## src/rtl/song_pkg.sv

```systemverilog
// Shared note codes, ROM entry layout, FSM states and the two built-in tunes.
package song_pkg;

    localparam logic [3:0] NOTE_C4   = 4'd0;
    localparam logic [3:0] NOTE_D    = 4'd1;
    localparam logic [3:0] NOTE_E    = 4'd2;
    localparam logic [3:0] NOTE_F    = 4'd3;
    localparam logic [3:0] NOTE_G    = 4'd4;
    localparam logic [3:0] NOTE_A    = 4'd5;
    localparam logic [3:0] NOTE_B    = 4'd6;
    localparam logic [3:0] NOTE_C5   = 4'd7;
    localparam logic [3:0] NOTE_REST = 4'hF;

    localparam int unsigned NOTE_W  = 4;
    localparam int unsigned DUR_W   = 4;
    localparam int unsigned ENTRY_W = NOTE_W + DUR_W;

    // Packed so that note occupies [7:4] and dur occupies [3:0].
    typedef struct packed {
        logic [NOTE_W-1:0] note;
        logic [DUR_W-1:0]  dur;
    } entry_t;

    typedef enum logic [2:0] {
        ST_IDLE,
        ST_LOAD,
        ST_PLAY,
        ST_GAP,
        ST_DONE
    } state_e;

    localparam entry_t END_MARK = '{note: NOTE_REST, dur: 4'd0};

    function automatic entry_t mk_entry(input logic [3:0] n, input logic [3:0] d);
        entry_t e;
        e.note = n;
        e.dur  = d;
        return e;
    endfunction

    function automatic entry_t ode_entry(input int unsigned idx);
        entry_t e;
        e = END_MARK;
        case (idx)
            0:  e = mk_entry(NOTE_E, 4'd2);
            1:  e = mk_entry(NOTE_E, 4'd1);
            2:  e = mk_entry(NOTE_F, 4'd1);
            3:  e = mk_entry(NOTE_G, 4'd2);
            4:  e = mk_entry(NOTE_G, 4'd1);
            5:  e = mk_entry(NOTE_F, 4'd1);
            6:  e = mk_entry(NOTE_E, 4'd1);
            7:  e = mk_entry(NOTE_D, 4'd1);
            8:  e = mk_entry(NOTE_C4, 4'd1);
            9:  e = mk_entry(NOTE_C4, 4'd1);
            10: e = mk_entry(NOTE_D, 4'd1);
            11: e = mk_entry(NOTE_E, 4'd1);
            12: e = mk_entry(NOTE_E, 4'd3);
            13: e = mk_entry(NOTE_D, 4'd1);
            14: e = mk_entry(NOTE_D, 4'd4);
            default: e = END_MARK;
        endcase
        return e;
    endfunction

    function automatic entry_t doremi_entry(input int unsigned idx);
        entry_t e;
        e = END_MARK;
        case (idx)
            0:  e = mk_entry(NOTE_C4, 4'd3);
            1:  e = mk_entry(NOTE_D, 4'd1);
            2:  e = mk_entry(NOTE_E, 4'd3);
            3:  e = mk_entry(NOTE_C4, 4'd1);
            4:  e = mk_entry(NOTE_E, 4'd2);
            5:  e = mk_entry(NOTE_C4, 4'd2);
            6:  e = mk_entry(NOTE_E, 4'd4);
            7:  e = mk_entry(NOTE_D, 4'd3);
            8:  e = mk_entry(NOTE_E, 4'd1);
            9:  e = mk_entry(NOTE_F, 4'd1);
            10: e = mk_entry(NOTE_F, 4'd1);
            11: e = mk_entry(NOTE_E, 4'd1);
            12: e = mk_entry(NOTE_D, 4'd1);
            13: e = mk_entry(NOTE_F, 4'd4);
            default: e = END_MARK;
        endcase
        return e;
    endfunction

    // Any code outside the piano range is played as silence.
    function automatic logic [3:0] legal_note(input logic [3:0] n);
        return (n <= 4'd7 || n == NOTE_REST) ? n : NOTE_REST;
    endfunction

    function automatic logic [7:0] note_onehot(input logic [3:0] n);
        logic [7:0] oh;
        oh = '0;
        if (n <= 4'd7) begin
            oh[n[2:0]] = 1'b1;
        end
        return oh;
    endfunction

endpackage

```

## src/rtl/song_player_if.sv

```systemverilog
// Control strobes in, note/status out, between a sequencer and the song player.
interface song_player_if;
    logic       QUARTER_BEAT;
    logic       START;
    logic       STOP;
    logic       LOOP;
    logic       SONG_SEL;
    logic [3:0] note;
    logic [7:0] Led;
    logic       busy;
    logic       done;

    modport master (
        output QUARTER_BEAT, START, STOP, LOOP, SONG_SEL,
        input  note, Led, busy, done
    );

    modport slave (
        input  QUARTER_BEAT, START, STOP, LOOP, SONG_SEL,
        output note, Led, busy, done
    );
endinterface

```

## src/rtl/song_rom.sv

```systemverilog
// Song table lookup with a registered 8-bit entry output.
module song_rom
    import song_pkg::*;
#(
    parameter int unsigned AW = 5
) (
    input  logic          CLK,
    input  logic          song,
    input  logic [AW-1:0] addr,
    output entry_t        entry
);

    entry_t entry_d;
    entry_t entry_q;

    always_comb begin
        entry_d = song ? doremi_entry(32'(addr)) : ode_entry(32'(addr));
    end

    always_ff @(posedge CLK) begin
        entry_q <= entry_d;
    end

    assign entry = entry_q;

endmodule

```

## src/rtl/song_player.sv

```systemverilog
// Song sequencer: walks a ROM tune at QUARTER_BEAT tempo and drives note/Led.
module song_player
    import song_pkg::*;
#(
    parameter int unsigned SONG_LEN_MAX = 32,
    parameter bit          GAP_EN       = 1'b1
) (
    input  logic         CLK,
    input  logic         RESET,
    song_player_if.slave bus
);

    localparam int unsigned   AW        = (SONG_LEN_MAX > 1) ? $clog2(SONG_LEN_MAX) : 1;
    localparam logic [AW-1:0] LAST_ADDR = AW'(SONG_LEN_MAX - 1);

    state_e        state_q, state_d;
    logic [AW-1:0] addr_q, addr_d;
    logic          past_end_q, past_end_d;
    logic [3:0]    beat_cnt_q, beat_cnt_d;
    logic [3:0]    dur_q, dur_d;
    logic [3:0]    note_q, note_d;
    logic [7:0]    led_q, led_d;
    logic          busy_q, busy_d;
    logic          done_q, done_d;
    logic          song_q, song_d;

    logic [AW-1:0] next_addr;
    logic          next_past_end;
    entry_t        entry;

    // Fed with the next-state address so the entry is ready during LOAD.
    song_rom #(.AW(AW)) u_rom (
        .CLK   (CLK),
        .song  (song_d),
        .addr  (addr_d),
        .entry (entry)
    );

    // Stepping past the last slot flags end-of-song instead of overflowing addr.
    always_comb begin
        next_past_end = (addr_q == LAST_ADDR);
        next_addr     = next_past_end ? '0 : addr_q + AW'(1);
    end

    always_comb begin
        state_d    = state_q;
        addr_d     = addr_q;
        past_end_d = past_end_q;
        beat_cnt_d = beat_cnt_q;
        dur_d      = dur_q;
        note_d     = note_q;
        song_d     = song_q;
        done_d     = 1'b0;

        if (bus.STOP) begin
            state_d    = ST_IDLE;
            addr_d     = '0;
            past_end_d = 1'b0;
            beat_cnt_d = '0;
            note_d     = NOTE_REST;
        end else if (bus.START) begin
            state_d    = ST_LOAD;
            addr_d     = '0;
            past_end_d = 1'b0;
            song_d     = bus.SONG_SEL;
        end else begin
            case (state_q)
                ST_IDLE: begin
                    note_d = NOTE_REST;
                end
                ST_LOAD: begin
                    if (past_end_q || entry.dur == '0) begin
                        addr_d     = '0;
                        past_end_d = 1'b0;
                        if (bus.LOOP) begin
                            state_d = ST_LOAD;
                        end else begin
                            state_d = ST_DONE;
                            done_d  = 1'b1;
                            note_d  = NOTE_REST;
                        end
                    end else begin
                        state_d    = ST_PLAY;
                        note_d     = legal_note(entry.note);
                        dur_d      = entry.dur;
                        beat_cnt_d = '0;
                    end
                end
                ST_PLAY: begin
                    if (bus.QUARTER_BEAT) begin
                        if (beat_cnt_q + 4'd1 == dur_q) begin
                            beat_cnt_d = '0;
                            if (GAP_EN && dur_q >= 4'd2) begin
                                state_d = ST_GAP;
                                note_d  = NOTE_REST;
                            end else begin
                                state_d    = ST_LOAD;
                                addr_d     = next_addr;
                                past_end_d = next_past_end;
                            end
                        end else begin
                            beat_cnt_d = beat_cnt_q + 4'd1;
                        end
                    end
                end
                ST_GAP: begin
                    note_d = NOTE_REST;
                    if (bus.QUARTER_BEAT) begin
                        state_d    = ST_LOAD;
                        addr_d     = next_addr;
                        past_end_d = next_past_end;
                    end
                end
                ST_DONE: begin
                    state_d = ST_IDLE;
                    note_d  = NOTE_REST;
                end
                default: begin
                    state_d = ST_IDLE;
                    note_d  = NOTE_REST;
                end
            endcase
        end

        busy_d = (state_d != ST_IDLE);
        led_d  = note_onehot(note_d);
    end

    always_ff @(posedge CLK or posedge RESET) begin
        if (RESET) begin
            state_q    <= ST_IDLE;
            addr_q     <= '0;
            past_end_q <= 1'b0;
            beat_cnt_q <= '0;
            dur_q      <= '0;
            note_q     <= NOTE_REST;
            led_q      <= '0;
            busy_q     <= 1'b0;
            done_q     <= 1'b0;
            song_q     <= 1'b0;
        end else begin
            state_q    <= state_d;
            addr_q     <= addr_d;
            past_end_q <= past_end_d;
            beat_cnt_q <= beat_cnt_d;
            dur_q      <= dur_d;
            note_q     <= note_d;
            led_q      <= led_d;
            busy_q     <= busy_d;
            done_q     <= done_d;
            song_q     <= song_d;
        end
    end

    assign bus.note = note_q;
    assign bus.Led  = led_q;
    assign bus.busy = busy_q;
    assign bus.done = done_q;

endmodule
```

## src/flat_wrapper.sv

```systemverilog
// flat-port wrapper written by rule: the top's interface ports become plain ports
module song_player_flat import song_pkg::*;
#(
    parameter int unsigned SONG_LEN_MAX = 32,
    parameter bit          GAP_EN       = 1'b1
)
  (CLK, RESET, bus_QUARTER_BEAT, bus_START, bus_STOP, bus_LOOP, bus_SONG_SEL, bus_note, bus_Led, bus_busy, bus_done);
  song_player_if bus_i ();
  input  logic CLK;
  input  logic RESET;
  input wire logic [$bits(bus_i.QUARTER_BEAT)-1:0] bus_QUARTER_BEAT;
  input wire logic [$bits(bus_i.START)-1:0] bus_START;
  input wire logic [$bits(bus_i.STOP)-1:0] bus_STOP;
  input wire logic [$bits(bus_i.LOOP)-1:0] bus_LOOP;
  input wire logic [$bits(bus_i.SONG_SEL)-1:0] bus_SONG_SEL;
  output wire logic [$bits(bus_i.note)-1:0] bus_note;
  output wire logic [$bits(bus_i.Led)-1:0] bus_Led;
  output wire logic [$bits(bus_i.busy)-1:0] bus_busy;
  output wire logic [$bits(bus_i.done)-1:0] bus_done;
  assign bus_i.QUARTER_BEAT = bus_QUARTER_BEAT;
  assign bus_i.START = bus_START;
  assign bus_i.STOP = bus_STOP;
  assign bus_i.LOOP = bus_LOOP;
  assign bus_i.SONG_SEL = bus_SONG_SEL;
  assign bus_note = bus_i.note;
  assign bus_Led = bus_i.Led;
  assign bus_busy = bus_i.busy;
  assign bus_done = bus_i.done;
  song_player #(.SONG_LEN_MAX(SONG_LEN_MAX), .GAP_EN(GAP_EN)) u_core (.CLK(CLK), .RESET(RESET), .bus(bus_i));
endmodule
```

## config.mk

```make
export PLATFORM = sky130hd
export DESIGN_NAME = song_player_flat
export DESIGN_NICKNAME = d
export VERILOG_FILES = /design/src/rtl/song_pkg.sv /design/src/rtl/song_player_if.sv /design/src/rtl/song_rom.sv /design/src/rtl/song_player.sv /design/src/flat_wrapper.sv
export SDC_FILE = /design/constraint.sdc
export NUM_CORES = 1
export LEC_CHECK = 0
export ABC_AREA = 0
export CELL_PAD_IN_SITES_DETAIL_PLACEMENT = 1
export CELL_PAD_IN_SITES_GLOBAL_PLACEMENT = 1
export CORE_MARGIN = 1.5
export CORE_UTILIZATION = 47
export DETAILED_ROUTE_END_ITERATION = 16
export PLACE_DENSITY = 0.95
export SYNTH_ARGS = -nofsm -noshare
export SYNTH_HDL_FRONTEND = slang
export SYNTH_SLANG_ARGS = --single-unit
```

## constraint.sdc

```tcl
create_clock -name CLK -period 4.7 [get_ports CLK]
set_clock_uncertainty 0.05 [all_clocks]
set_input_delay 1.175 -clock CLK [delete_from_list [all_inputs] [get_ports CLK]]
set_output_delay 1.175 -clock CLK [all_outputs]
set_load 0.02 [all_outputs]
```

Word level (Yosys, flattened, before mapping) --
Memory sizes are Yosys's and may differ from the RTL's. Index checks and enable logic that the tools add are counted.
Storage, ports and cells: register bits after elaboration 40, bits in read-only memories 224, bits of input ports 7, output and inout bits 14, logic and storage cells 103, memories kept 2
Memory list:
- (name not given) | depth 16, bits a word 7, rd ports 1, clocked after Yosys merged registers in 0, write ports 0, RTL line song_pkg.sv:68 | case (idx)
- (name not given) | depth 16, bits a word 7, rd ports 1, clocked after Yosys merged registers in 0, write ports 0, RTL line song_pkg.sv:44 | case (idx)
Cells by class: add/sub/neg operators 2, order comparisons 5, equality and inequality tests 14, mux-type cells 54, bitwise gates (word level) 3, reductions and logical operators 11
Operator list (count):
- two-way mux 4 bit | 13
- two-way mux 5 bit | 8
- two-way mux 8 bit | 4
- two-way mux 3 bit | 7
- case mux 4 bit (2 select lines) | 2
- two-way mux 1 bit | 15
- case mux 5 bit (3 select lines) | 1
- inequality test 4 bit (second input constant) | 3
- case mux 3 bit (4 select lines) | 1
- less-or-equal comparator 4 x 3 -> 1 bit (second input constant) | 2
- inequality test 4 x 3 -> 1 bit (second input constant) | 2
- AND reduction 4 bit | 2
- == test 3 x 2 -> 1 bit (second input constant) | 2
- inequality test 3 bit (second input constant) | 2
- AND reduction 6 bit | 1
- nonzero test 3 bit | 2
- adder 5 x 1 -> 5 bit (second input constant) | 1
- == test 5 bit (second input constant) | 1
- nonzero test 5 bit | 1
- adder 4 x 1 -> 4 bit (second input constant) | 1
- == test 4 bit | 1
- == test 4 bit (second input constant) | 1
- greater-or-equal comparator 4 x 2 -> 1 bit (second input constant) | 1
- zero test 4 bit | 1
- 11 further kinds | 14

Depth between registers and ports, before layout --
Gate-level depths: netlist of run 1.
word-level depth 12, depth in mapped cells 13

Modules after synthesis --
From an unflattened synthesis of run 1, not the netlist that was laid out.
Unflattened totals: cell total of the unflattened synthesis 226, area, all modules 2283.4 um2
Modules (own cells, without submodules):
- song_player | instances 1, cells an instance 165, area each 1735.4 um2, seq. area each 805.8 um2
- song_rom | instances 1, cells an instance 61, area each 548.0 um2, seq. area each 140.1 um2

Worst setup path before layout of run 1 --
Ideal clock, no wire load.
path kind input to register, from in bus_QUARTER_BEAT, to reg u_core.u_rom.entry_q (netlist bit u_core.u_rom.entry[0]), setup time 0.124 ns, arrival 3.445 ns, data required time 4.526 ns, path slack 1.081 ns, cell stages on the path 12, path buffers 2, path through buf_4 > nor3_1 > or4_4 > or3_1 > buf_2 > mux2_2 > nand2_1 > inv_1 > ha_1 > mux2_2 > o21ai_0 > a21oi_1
RTL lines:
- from (decl) | RTL line flat_wrapper.sv:11 | input wire logic [$bits(bus_i.QUARTER_BEAT)-1:0] bus_QUARTER_BEAT;
- to (signal assigned) | RTL line song_rom.sv:21 | entry_q <= entry_d;
- to (decl) | RTL line song_rom.sv:14 | entry_t entry_q;

==> out/results.tsv, run 1 <==
stage	metric	value	unit
clock_tree	postCtsHoldBufs	0	
run	maxCapViolCount	0	
place	io_buffers	20	
synthesis	seq_area_frac_synth	0.411	
clock_tree	clock_path_buffers	2	
clock_tree	cts_tree	done	
sta	setup_viol	0	
synthesis	synth.area.top_cells	dfrtp_1, dfxtp_1, ha_1, nor2_1, dfstp_2	
sta	max-slew-margin-rel	0.238	
global_routing	grt_pass1_wl	10900	µm
floorplanning	start_util	0.501	
synthesis	synthSimpleGateAreaFrac	0.236	
clock_tree	cts.sinks	38	
power	leakagePower	1.12	nW
synthesis	avgSynthCellArea	9.30	µm²
setup_path	crit_chain	clkdlybuf4s50_1 -> nor3_1 -> or4_4 -> or3_1 -> a32o_2 -> inv_1 -> ha_1 -> o21ai_0 -> o21ai_0 -> and4_1 -> a211oi_1	
floorplanning	die_area	0.00519	mm²
power	power_density	253	mW/mm²
setup_path	worst_setup_path_start_kind	input pin	
clock_tree	cts-htree-levels	2	
floorplanning	die_height	72.1	µm
setup_path	worstPathArrival	4.11	ns
synthesis	synthMuxAreaShare	0.0485	
floorplanning	coreArea	0.00447	mm²
global_routing	antenna_found_initial	0	
route	drtPass1Iterations	4	
status	outcome	finished, final reports clean	
setup_path	r2r_setup_slack	1.03	ns
cells_and_area	diodes	0	
global_routing	grt.total_usage	0.274	
synthesis	ys_types	68	
sta	worstMarginPinSlew	1.14	ns
synthesis	synth_top_family_by_area	simple AND/OR/NAND/NOR gates	
setup_path	cp_common_cell	o21ai_0	
place	dp_hpwl	4810	µm
setup_path	critPathMaxStageDelay	0.49	ns
place	place.gp.congestion	0.873	
floorplanning	rows	24	
power	power	0.659	mW
sta	final.min_clock_period	3.95	ns
sta	tns	0	ns
place	place_area	0.00252	mm²
synthesis	yosysTopAreaCell	dfrtp_1	
clock_tree	cts_resized	0	
synthesis	synth_nets	258	
synthesis	synthesis.area	0.00224	mm²
synthesis	ys_async_sr_fraction	0.816	
sta	rsz0062_at_grt	false	
route	ant_nets	0	
cells_and_area	num-nets-final	285	
clock_tree	clk_pin_slew	0.08	ns
route	num_vias	2100	
synthesis	synth-edff-count	0	
synthesis	synth_top_area_share	0.301	
synthesis	yosysWarnings	0	
setup_path	critical-path-slowest-cell	or4_4	
clock_tree	numCtsBuffers	5	
floorplanning	die_w	72.1	µm
setup_path	crit_path_end_kind	register	
global_routing	overflow	0	
synthesis	synth-xor-area-share	0.0195	
route	drc	0	
cells_and_area	drive_above_1_share	0.145	
power	vdd_drop_max	0.000189	V
floorplanning	ioPinCount	21	
route	wl_per_cell	20.7	µm
sta	final_max_slew_viol_count	0	
synthesis	synth_cells	241	
global_routing	grt_max_degree	32	
hold_path	hold_class	register to register	
route	viasPerCell	6.54	
clock_tree	postCtsSetupBuffers	0	
setup_path	path_buf_inv	2	
route	finalWirelength	6650	µm
clock_tree	clockRootBuffer	clkbuf_8	
sta	hold_viol	0	
cells_and_area	fin_util	0.582	
sta	fmax	253	MHz
setup_path	cp.required	4.85	ns
setup_path	critical_path_class	input pin to register	
synthesis	synth_fa_ha_area_frac	0.0558	
setup_path	crit_family	simple AND/OR/NAND/NOR gates	
synthesis	synth_compound_area_frac	0.200	
clock_tree	clkLatencyLatePin	0.30	ns
synthesis	synth-seq-cells	38	
synthesis	ys.flop_type	dfrtp_1	
route	drtIter0Drc	149	
cells_and_area	area_delta_synth_final	16.1	%
global_routing	grt_pass1_vias	2183	
cells_and_area	final_area	0.00260	mm²
sta	period_share	0.841	
setup_path	crit_fanout	8	
==> metal layers <==
metal / vias up / global-route usage / share of wire
li1: 950 / - / -
met1: 1065 / 0.331 / 0.42
met2: 67 / 0.489 / 0.52
met3: 18 / 0.0458 / 0.038
met4: 0 / 0.101 / 0.026
met5: - / 0 / 0
==> final cells by class <==
cell class / instances / area [µm²]
multi-input cells: 187 / 1260
flip-flops and latches: 38 / 921
clock inverters: 2 / 10.0
well taps: 52 / 65.1
fillers: 515 / 1870
inverters: 11 / 41.3
repair buffers: 25 / 238
clock buffers: 6 / 72.6
==> logic make-up (layout without fill, tap and decap cells) <==
group / count (synthesis) / count (layout)
fa+ha+maj: 10 / 10
buf+inv: 16 / 44
simple gates: 99 / 99
flops: 38 / 38
xor+xnor: 5 / 5
compound gates: 63 / 63
mux: 10 / 10
==> power breakdown <==
group          switching (mW)  internal [mW]  total, mW
logic                  0.0515         0.0328     0.0843
clock network           0.119          0.103      0.222
registers              0.0120          0.340      0.352
==> final timing paths <==
check                                startpoint               endpoint  cells past startpoint
max                            bus_QUARTER_BEAT  u_core.u_rom.entry[5]                     11
min                        u_core.beat_cnt_q[2]   u_core.beat_cnt_q[2]                      1
max reg2reg                u_core.beat_cnt_q[0]  u_core.u_rom.entry[5]                     12
min reg2reg                u_core.beat_cnt_q[2]   u_core.beat_cnt_q[2]                      1
max in group asynchronous                 RESET       u_core.addr_q[4]                      2
min in group asynchronous                 RESET        u_core.bus.done                      2
==> cell usage after synthesis (all sizes together) (2+ instances only) <==
library cell,instances
o21a,2
or4,2
clkbuf,2
a21oi,6
mux2i,3
dfxtp,7
a32o,2
buf,3
o22ai,6
or3,3
o311ai,2
and2,2
inv,10
nor3,16
o21ai,14
a211oi,4
nor3b,4
nor4,2
ha,10
xnor2,4
or2,4
nand2,13
mux2,7
nand3,7
and3,4
dfstp,4
a31oi,4
nor2,34
dfrtp,27
o31ai,6
==> registers in the layout (all words and copies together) (netlist names) <==
signal / flops
u_core.past_end_q: 1
u_core.bus.busy: 1
u_core.dur_q: 3
u_core.beat_cnt_q: 4
u_core.state_q: 3
u_core.bus.done: 1
u_core.addr_q: 5
u_core.bus.note: 4
u_core.u_rom.entry: 7
u_core.bus.Led: 8
u_core.song_q: 1
==> worst reg2reg max path: stages, from the launching register on <==
cell      delay [ns]
dfrtp_1         0.47
ha_1            0.28
xor2_1          0.20
nor3_1          0.45
nor4_2          0.16
or3_1           0.52
a32o_2          0.38
inv_1           0.13
ha_1            0.31
o21ai_0         0.11
o21ai_0         0.12
and4_1          0.21
a211oi_1        0.17
==> cell usage in the layout, fill, tap and decap left out, types with 4 or more instances in the layout <==
cell             instances
a21oi_1                  6
or2_2                    4
dfrtp_1                 27
buf_4                    5
o31ai_1                  6
nor2_1                  33
xnor2_1                  4
a211oi_1                 4
dfxtp_1                  7
ha_1                    10
clkdlybuf4s50_1         20
a31oi_1                  4
dfstp_2                  4
inv_1                    9
o22ai_1                  6
o21ai_0                 13
nand2_1                 12
clkbuf_8                 5
nand3_1                  6
nor3_1                  15
and3_1                   4
nor3b_1                  4
mux2_2                   7
==> per-stage QoR <==
stage | worst slack (ns) | hold slack [ns] | std cells
2_1_floorplan | 1.08 | 0.432 | 241
6_report | 0.748 | 0.495 | 321
3_3_place_gp | 0.623 | 0.474 | 313
3_5_place_dp | 0.492 | 0.484 | 313
4_1_cts | 0.768 | 0.501 | 321
5_1_grt | 0.570 | 0.536 | 321
Note: power is estimated with default switching activity, not from simulation.
==> run 2, diff against run 1 <==
- CORE_UTILIZATION: 47 -> 40
- PLACE_DENSITY: 0.95 -> 0.87
- clock period: 4.7 -> 3.2 ns (I/O delays scaled with it)
==> run 2 against run 1 <==
Effect of this change: via count grew 3.3%; hold slack gained 0.017 ns; first-iteration DRC count shrank 34%; critical endpoint is now u_core.u_rom.entry[0]; sequential share of layout area shrank 4.3 points; utilization shrank 4.0 points; combinational power grew 65%.
==> out/results.tsv, run 2 (same netlist as run 1, synthesis figures left out) <==
stage	metric	value	unit	change
power	vdd_drop_max	0.000151	V	-20%
setup_path	reg2reg_from	u_core.beat_cnt_q[1]		
cells_and_area	fin_util	0.542		-0.0403
global_routing	grt_pass1_vias	2388		+9.4%
cells_and_area	largest_reg_flops	8		unchanged
status	outcome	finished, final reports clean		
cells_and_area	num-nets-final	313		+9.8%
route	wl_per_cell	19.3	µm	-6.9%
setup_path	rr_endpoint	u_core.u_rom.entry[0]		
floorplanning	die_area	0.00606	mm²	+17%
route	drtIter0Drc	98		-34%
clock_tree	clock_path_buffers	2		unchanged
cells_and_area	fillers	643		+25%
route	drc	0		unchanged
sta	rsz0062_at_grt	false		
clock_tree	clkLatencyLatePin	0.30	ns	about the same
hold_path	worstHoldEndpoint	u_core.beat_cnt_q[2]		
sta	hold_viol	0		unchanged
floorplanning	ioPinCount	21		unchanged
global_routing	antenna_found_initial	0		unchanged
global_routing	grt.total_usage	0.250		-0.0231
route	num_vias	2169		+3.3%
setup_path	reg2reg_depth	13		+1
clock_tree	postCtsHoldBufs	0		unchanged
place	io_buffers	20		unchanged
power	power_density	359	mW/mm²	+42%
setup_path	worstPathArrival	3.22	ns	-0.89 ns
cells_and_area	final_cell_mix	nor2_1, buf_4, dfrtp_1		
sta	fmax	324	MHz	
run	maxCapViolCount	0		unchanged
global_routing	grt_max_degree	32		unchanged
cells_and_area	diodes	0		unchanged
setup_path	r2r_setup_slack	0.11	ns	-0.92 ns
sta	setup_viol	0		unchanged
clock_tree	cts.sinks	38		unchanged
sta	final.min_clock_period	3.09	ns	
place	dp_hpwl	5270	µm	+9.6%
setup_path	worst_setup_path_start_kind	register		
clock_tree	clockRootBuffer	clkbuf_8		
cells_and_area	drive_above_1_share	0.290		+0.145
sta	max-slew-margin-rel	0.619		+0.381
clock_tree	numCtsBuffers	5		unchanged
place	place.gp.congestion	0.870		-0.37%
setup_path	crit_path_end_kind	register		
sta	period_share	0.965		
global_routing	overflow	0		unchanged
clock_tree	cts-htree-levels	2		unchanged
hold_path	worstHoldStart	u_core.beat_cnt_q[2]		
floorplanning	rows	27		+13%
route	finalWirelength	7120	µm	+7.0%
floorplanning	start_util	0.410		-0.0914
route	viasPerCell	5.88		-10%
clock_tree	cts_tree	done		
setup_path	cp.required	3.33	ns	-1.52 ns
power	leakagePower	1.28	nW	+14%
sta	final_max_slew_viol_count	0		unchanged
sta	tns	0	ns	unchanged
clock_tree	clk_pin_slew	0.08	ns	about the same
floorplanning	die_w	77.9	µm	+8.0%
global_routing	grt_pass1_wl	11800	µm	+7.9%
hold_path	hold_class	register to register		
setup_path	crit_fanout	5		-3
route	drtPass1Iterations	4		unchanged
sta	worstMarginPinSlew	0.566	ns	-0.576 ns
setup_path	critical_path_class	register to register		
floorplanning	coreArea	0.00547	mm²	+22%
hold_path	whs_path_depth	1		unchanged
route	ant_nets	0		unchanged
cells_and_area	area_delta_synth_final	32.2	%	
floorplanning	die_height	77.9	µm	+8.0%
-- run 2: changes by cell type in the layout (fill, tap and decap cells not counted), moves of 2 or more --
cell / previous run / this run
buf_4: 5 / 33
clkinv_2: 2 / 0
ha_1: 10 / 5
ha_2: 0 / 4
inv_1: 9 / 7
nor3_1: 15 / 13
nor3_2: 0 / 2
o21ai_0: 13 / 9
o21ai_1: 0 / 2
-- run 2: power by group --
group	switching, mW	internal (mW)	leakage [nW]
registers	0.0146	0.500	0.465
logic	0.0844	0.0542	0.762
clock network	0.176	0.233	0.0524
-- run 2: layer usage --
layer	part of all wire	vias to the layer above	track usage	wire length, µm
li1	-	1013	-	-
met1	0.42	1097	0.281	2990
met2	0.53	48	0.464	3800
met3	0.030	11	0.0471	213
met4	0.017	0	0.0927	124
met5	0	-	0	0
-- run 2: worst max path at each step --
stage                                    start               endpoint  slack [ns]
after global placement        bus_QUARTER_BEAT  u_core.u_rom.entry[0]       -0.35
after CTS                 u_core.beat_cnt_q[1]  u_core.u_rom.entry[0]        0.04
after global routing      u_core.beat_cnt_q[1]  u_core.u_rom.entry[0]       0.002
final                     u_core.beat_cnt_q[1]  u_core.u_rom.entry[0]        0.11
after detailed placement      bus_QUARTER_BEAT  u_core.u_rom.entry[0]       -0.51
after floorplan               bus_QUARTER_BEAT  u_core.u_rom.entry[0]       0.003
-- run 2: final cells by class --
| type | count | area, µm² | share of cell area |
|---|---|---|---|
| Sequential cell | 38 | 921 | 0.311 |
| Clock buffer | 7 | 76.3 | 0.0257 |
| Tap cell | 72 | 90.1 | 0.0304 |
| Inverter | 11 | 43.8 | 0.0148 |
| Multi-Input combinational cell | 187 | 1360 | 0.458 |
| Timing Repair Buffer | 53 | 447 | 0.151 |
| Clock inverter | 1 | 30.0 | 0.0101 |
-- run 2: worst max-delay path: stages (launching register included) --
cell and delay, ns:
dfrtp_1 0.42, ha_1 0.26, xor2_2 0.21, and3_2 0.25, nor4_2 0.32, or3_4 0.21
mux2_4 0.16, nand2_4 0.08, buf_4 0.14, buf_4 0.12, ha_1 0.22, mux2_2 0.29
o21ai_2 0.14, a21oi_1 0.09
-- run 2: per-stage QoR --
stage	area (µm²)	total power, mW	cells	setup slack, ns	hold slack [ns]
2_1_floorplan	2240	0.595	241	0.00256	0.432
3_3_place_gp	2740	0.644	358	-0.353	0.460
3_5_place_dp	2740	0.652	358	-0.508	0.489
4_1_cts	2940	1.06	369	0.0380	0.515
5_1_grt	2960	1.10	369	0.00165	0.538
6_report	2960	1.06	369	0.112	0.512
-- run 2: what timing repair did --
item,4_1_cts,5_1_grt
hold endpoints to repair,0,0
cloned,0,0
setup endpoints to repair,6,5
buffers inserted,3,0
gates resized for setup,23,7
pin swaps,8,1
==> run 3, diff against run 2 <==
- CORE_UTILIZATION: 40 -> 45
- CTS_CLUSTER_DIAMETER: unset -> 100
- PLACE_DENSITY: 0.87 -> 0.92
- clock period: 3.2 -> 3.7 ns (I/O delays scaled with it)
==> run 3 against run 2 <==
Effect of this change: die area is 11% lower; critical path depth shrank 2; utilization increased by 2.4 points; clock power fell by 25%; register-to-register slack better by 0.15 ns; worst setup slack gained 0.040 ns; sequential cell count unchanged; global-route usage increased by 1.1 points; cell count is 7.3% lower; first-iteration DRC count grew 20%; via count shrank 5.3%; total power down 19%; largest power group unchanged.
==> out/results.tsv, run 3 (same netlist as run 1, synthesis figures left out) <==
stage	metric	value	unit	change
status	outcome	finished, final reports clean		
clock_tree	clk_pin_slew	0.08	ns	about the same
cells_and_area	largest_reg_flops	8		unchanged
route	wl_per_cell	18.8	µm	-2.5%
power	power_density	319	mW/mm²	-11%
clock_tree	numCtsBuffers	5		unchanged
cells_and_area	diodes	0		unchanged
sta	setup_viol	0		unchanged
route	ant_nets	0		unchanged
place	dp.cells	334		-6.7%
cells_and_area	register_area	921	µm²	unchanged
floorplanning	die_area	0.00541	mm²	-11%
floorplanning	rows	25		-7.4%
power	internal_power	0.623	mW	-21%
floorplanning	die_w	73.6	µm	-5.5%
clock_tree	clock_path_buffers	2		unchanged
power	power	0.858	mW	-19%
setup_path	worst_setup_path_start_kind	input pin		
clock_tree	postCtsSetupBuffers	0		-3
setup_path	rr_endpoint	u_core.u_rom.entry[5]		
hold_path	hold_class	register to register		
place	io_buffers	20		unchanged
place	place.gp.congestion	0.926		+6.4%
clock_tree	cts_resized	0		-100%
sta	hold_viol	0		unchanged
setup_path	reg2reg_from	u_core.beat_cnt_q[0]		
setup_path	worstPathArrival	3.72	ns	+0.50 ns
run	maxCapViolCount	0		unchanged
floorplanning	coreArea	0.00475	mm²	-13%
power	p_sw_frac	0.273		+0.0144
clock_tree	clockRootBuffer	clkbuf_8		
power	leakagePower	1.16	nW	-9.5%
route	drc	0		unchanged
cells_and_area	area_delta_synth_final	20.0	%	
sta	fmax	282	MHz	
hold_path	whs_path_depth	1		unchanged
sta	final_max_slew_viol_count	0		unchanged
setup_path	crit_path_end_kind	register		
sta	worstMarginPinSlew	0.710	ns	+0.144 ns
clock_tree	cts-htree-levels	2		unchanged
power	comb_power_share	0.123		-0.007
global_routing	grt_pass1_vias	2138		-10%
setup_path	critical_path_class	input pin to register		
hold_path	worstHoldStart	u_core.dur_q[0]		
cells_and_area	fillers	561		-13%
power	p_clk_frac	0.356		-0.029
route	finalWirelength	6430	µm	-9.7%
place	place_area	0.00258	mm²	-5.5%
global_routing	grt.total_usage	0.261		+0.0107
hold_path	worstHoldEndpoint	u_core.dur_q[0]		
global_routing	antenna_found_initial	0		unchanged
cells_and_area	num-nets-final	291		-7.0%
sta	max-slew-margin-rel	0.526		-0.0928
cells_and_area	fin_util	0.566		+0.0242
floorplanning	die_height	73.6	µm	-5.5%
route	num_vias	2053		-5.3%
route	drtPass1Iterations	4		unchanged
sta	holdWs	0.503	ns	-0.00877 ns
cells_and_area	fin_cells	342		-7.3%
power	vdd_drop_max	0.000144	V	-5.1%
power	switchingPower	0.234	mW	-15%
setup_path	crit_fanout	5		unchanged
global_routing	overflow	0		unchanged
floorplanning	ioPinCount	21		unchanged
clock_tree	postCtsHoldBufs	0		unchanged
cells_and_area	final_area	0.00269	mm²	-9.2%
cells_and_area	drive_above_1_share	0.175		-0.115
global_routing	grt_max_degree	32		unchanged
setup_path	cp.required	3.87	ns	+0.54 ns
global_routing	grt_pass1_wl	10700	µm	-9.6%
place	dp_hpwl	4950	µm	-6.1%
clock_tree	clkLatencyLatePin	0.31	ns	about the same
cells_and_area	final_common_cell	nor2_1		
cells_and_area	final_cell_mix	nor2_1, dfrtp_1, clkdlybuf4s50_1		
sta	period_share	0.959		
cells_and_area	multi_input_area	0.00127	mm²	-6.6%
clock_tree	cts.sinks	38		unchanged
setup_path	cp-startpoint	bus_QUARTER_BEAT		
sta	final.min_clock_period	3.55	ns	
setup_path	r2r_setup_slack	0.26	ns	+0.15 ns
floorplanning	start_util	0.472		+0.0619
power	power_frac_seq	0.521		+0.037
clock_tree	cts_tree	done		
route	drtIter0Drc	118		+20%
route	viasPerCell	6.00		+2.1%
setup_path	reg2reg_depth	12		-1
sta	rsz0062_at_grt	false		
## run 3: final cells by class
class | instances | area share
multi-input combinational | 187 | 0.471
timing repair buffer | 31 | 0.105
tap | 67 | 0.0312
clock buffer | 6 | 0.0307
clock inverter | 2 | 0.00465
sequential | 38 | 0.342
inverter | 11 | 0.0153
## run 3: stage by stage
stage	TNS, ns	setup WS, ns
after floorplan	0	0.331
after global placement	0	0.00428
after detailed placement	-0.388	-0.121
after CTS	0	0.180
after global routing	0	0.0228
final	0	0.152
## run 3: worst max-delay path, cell delays in order
cell and delay, ns:
clkdlybuf4s50_1 0.49, nor3_1 0.08, or4_4 0.49, or3_4 0.36, mux2_2 0.29, nand2_1 0.13, ha_1 0.29, o21ai_0 0.11
o21ai_0 0.15, and4_1 0.23, a211oi_1 0.17
## run 3: routing by layer
layer / GRT usage / up-vias / wire [µm]
met1: 0.311 / 1027 / 2800
met4: 0.111 / 0 / 184
met2: 0.457 / 46 / 3270
li1: - / 965 / -
met5: 0 / - / 0
met3: 0.0480 / 15 / 186
## run 3: worst max-delay path by stage
stage                            end  slack, ns  depth (start not counted)
6_report       u_core.u_rom.entry[5]       0.15                         11
3_5_place_dp   u_core.u_rom.entry[4]      -0.12                         11
4_1_cts        u_core.u_rom.entry[5]       0.18                         11
5_1_grt        u_core.u_rom.entry[5]       0.02                         11
3_3_place_gp   u_core.u_rom.entry[0]      0.004                         11
2_1_floorplan  u_core.u_rom.entry[0]       0.33                         12
## run 3: power groups by stage
| stage | combinational [mW] | clock (mW) | sequential [mW] |
|---|---|---|---|
| floorplan | 0.0597 | 0 | 0.455 |
| global placement | 0.0988 | 0 | 0.454 |
| detailed placement | 0.104 | 0 | 0.455 |
| CTS | 0.105 | 0.309 | 0.447 |
| global route | 0.113 | 0.328 | 0.449 |
| finish | 0.105 | 0.306 | 0.447 |
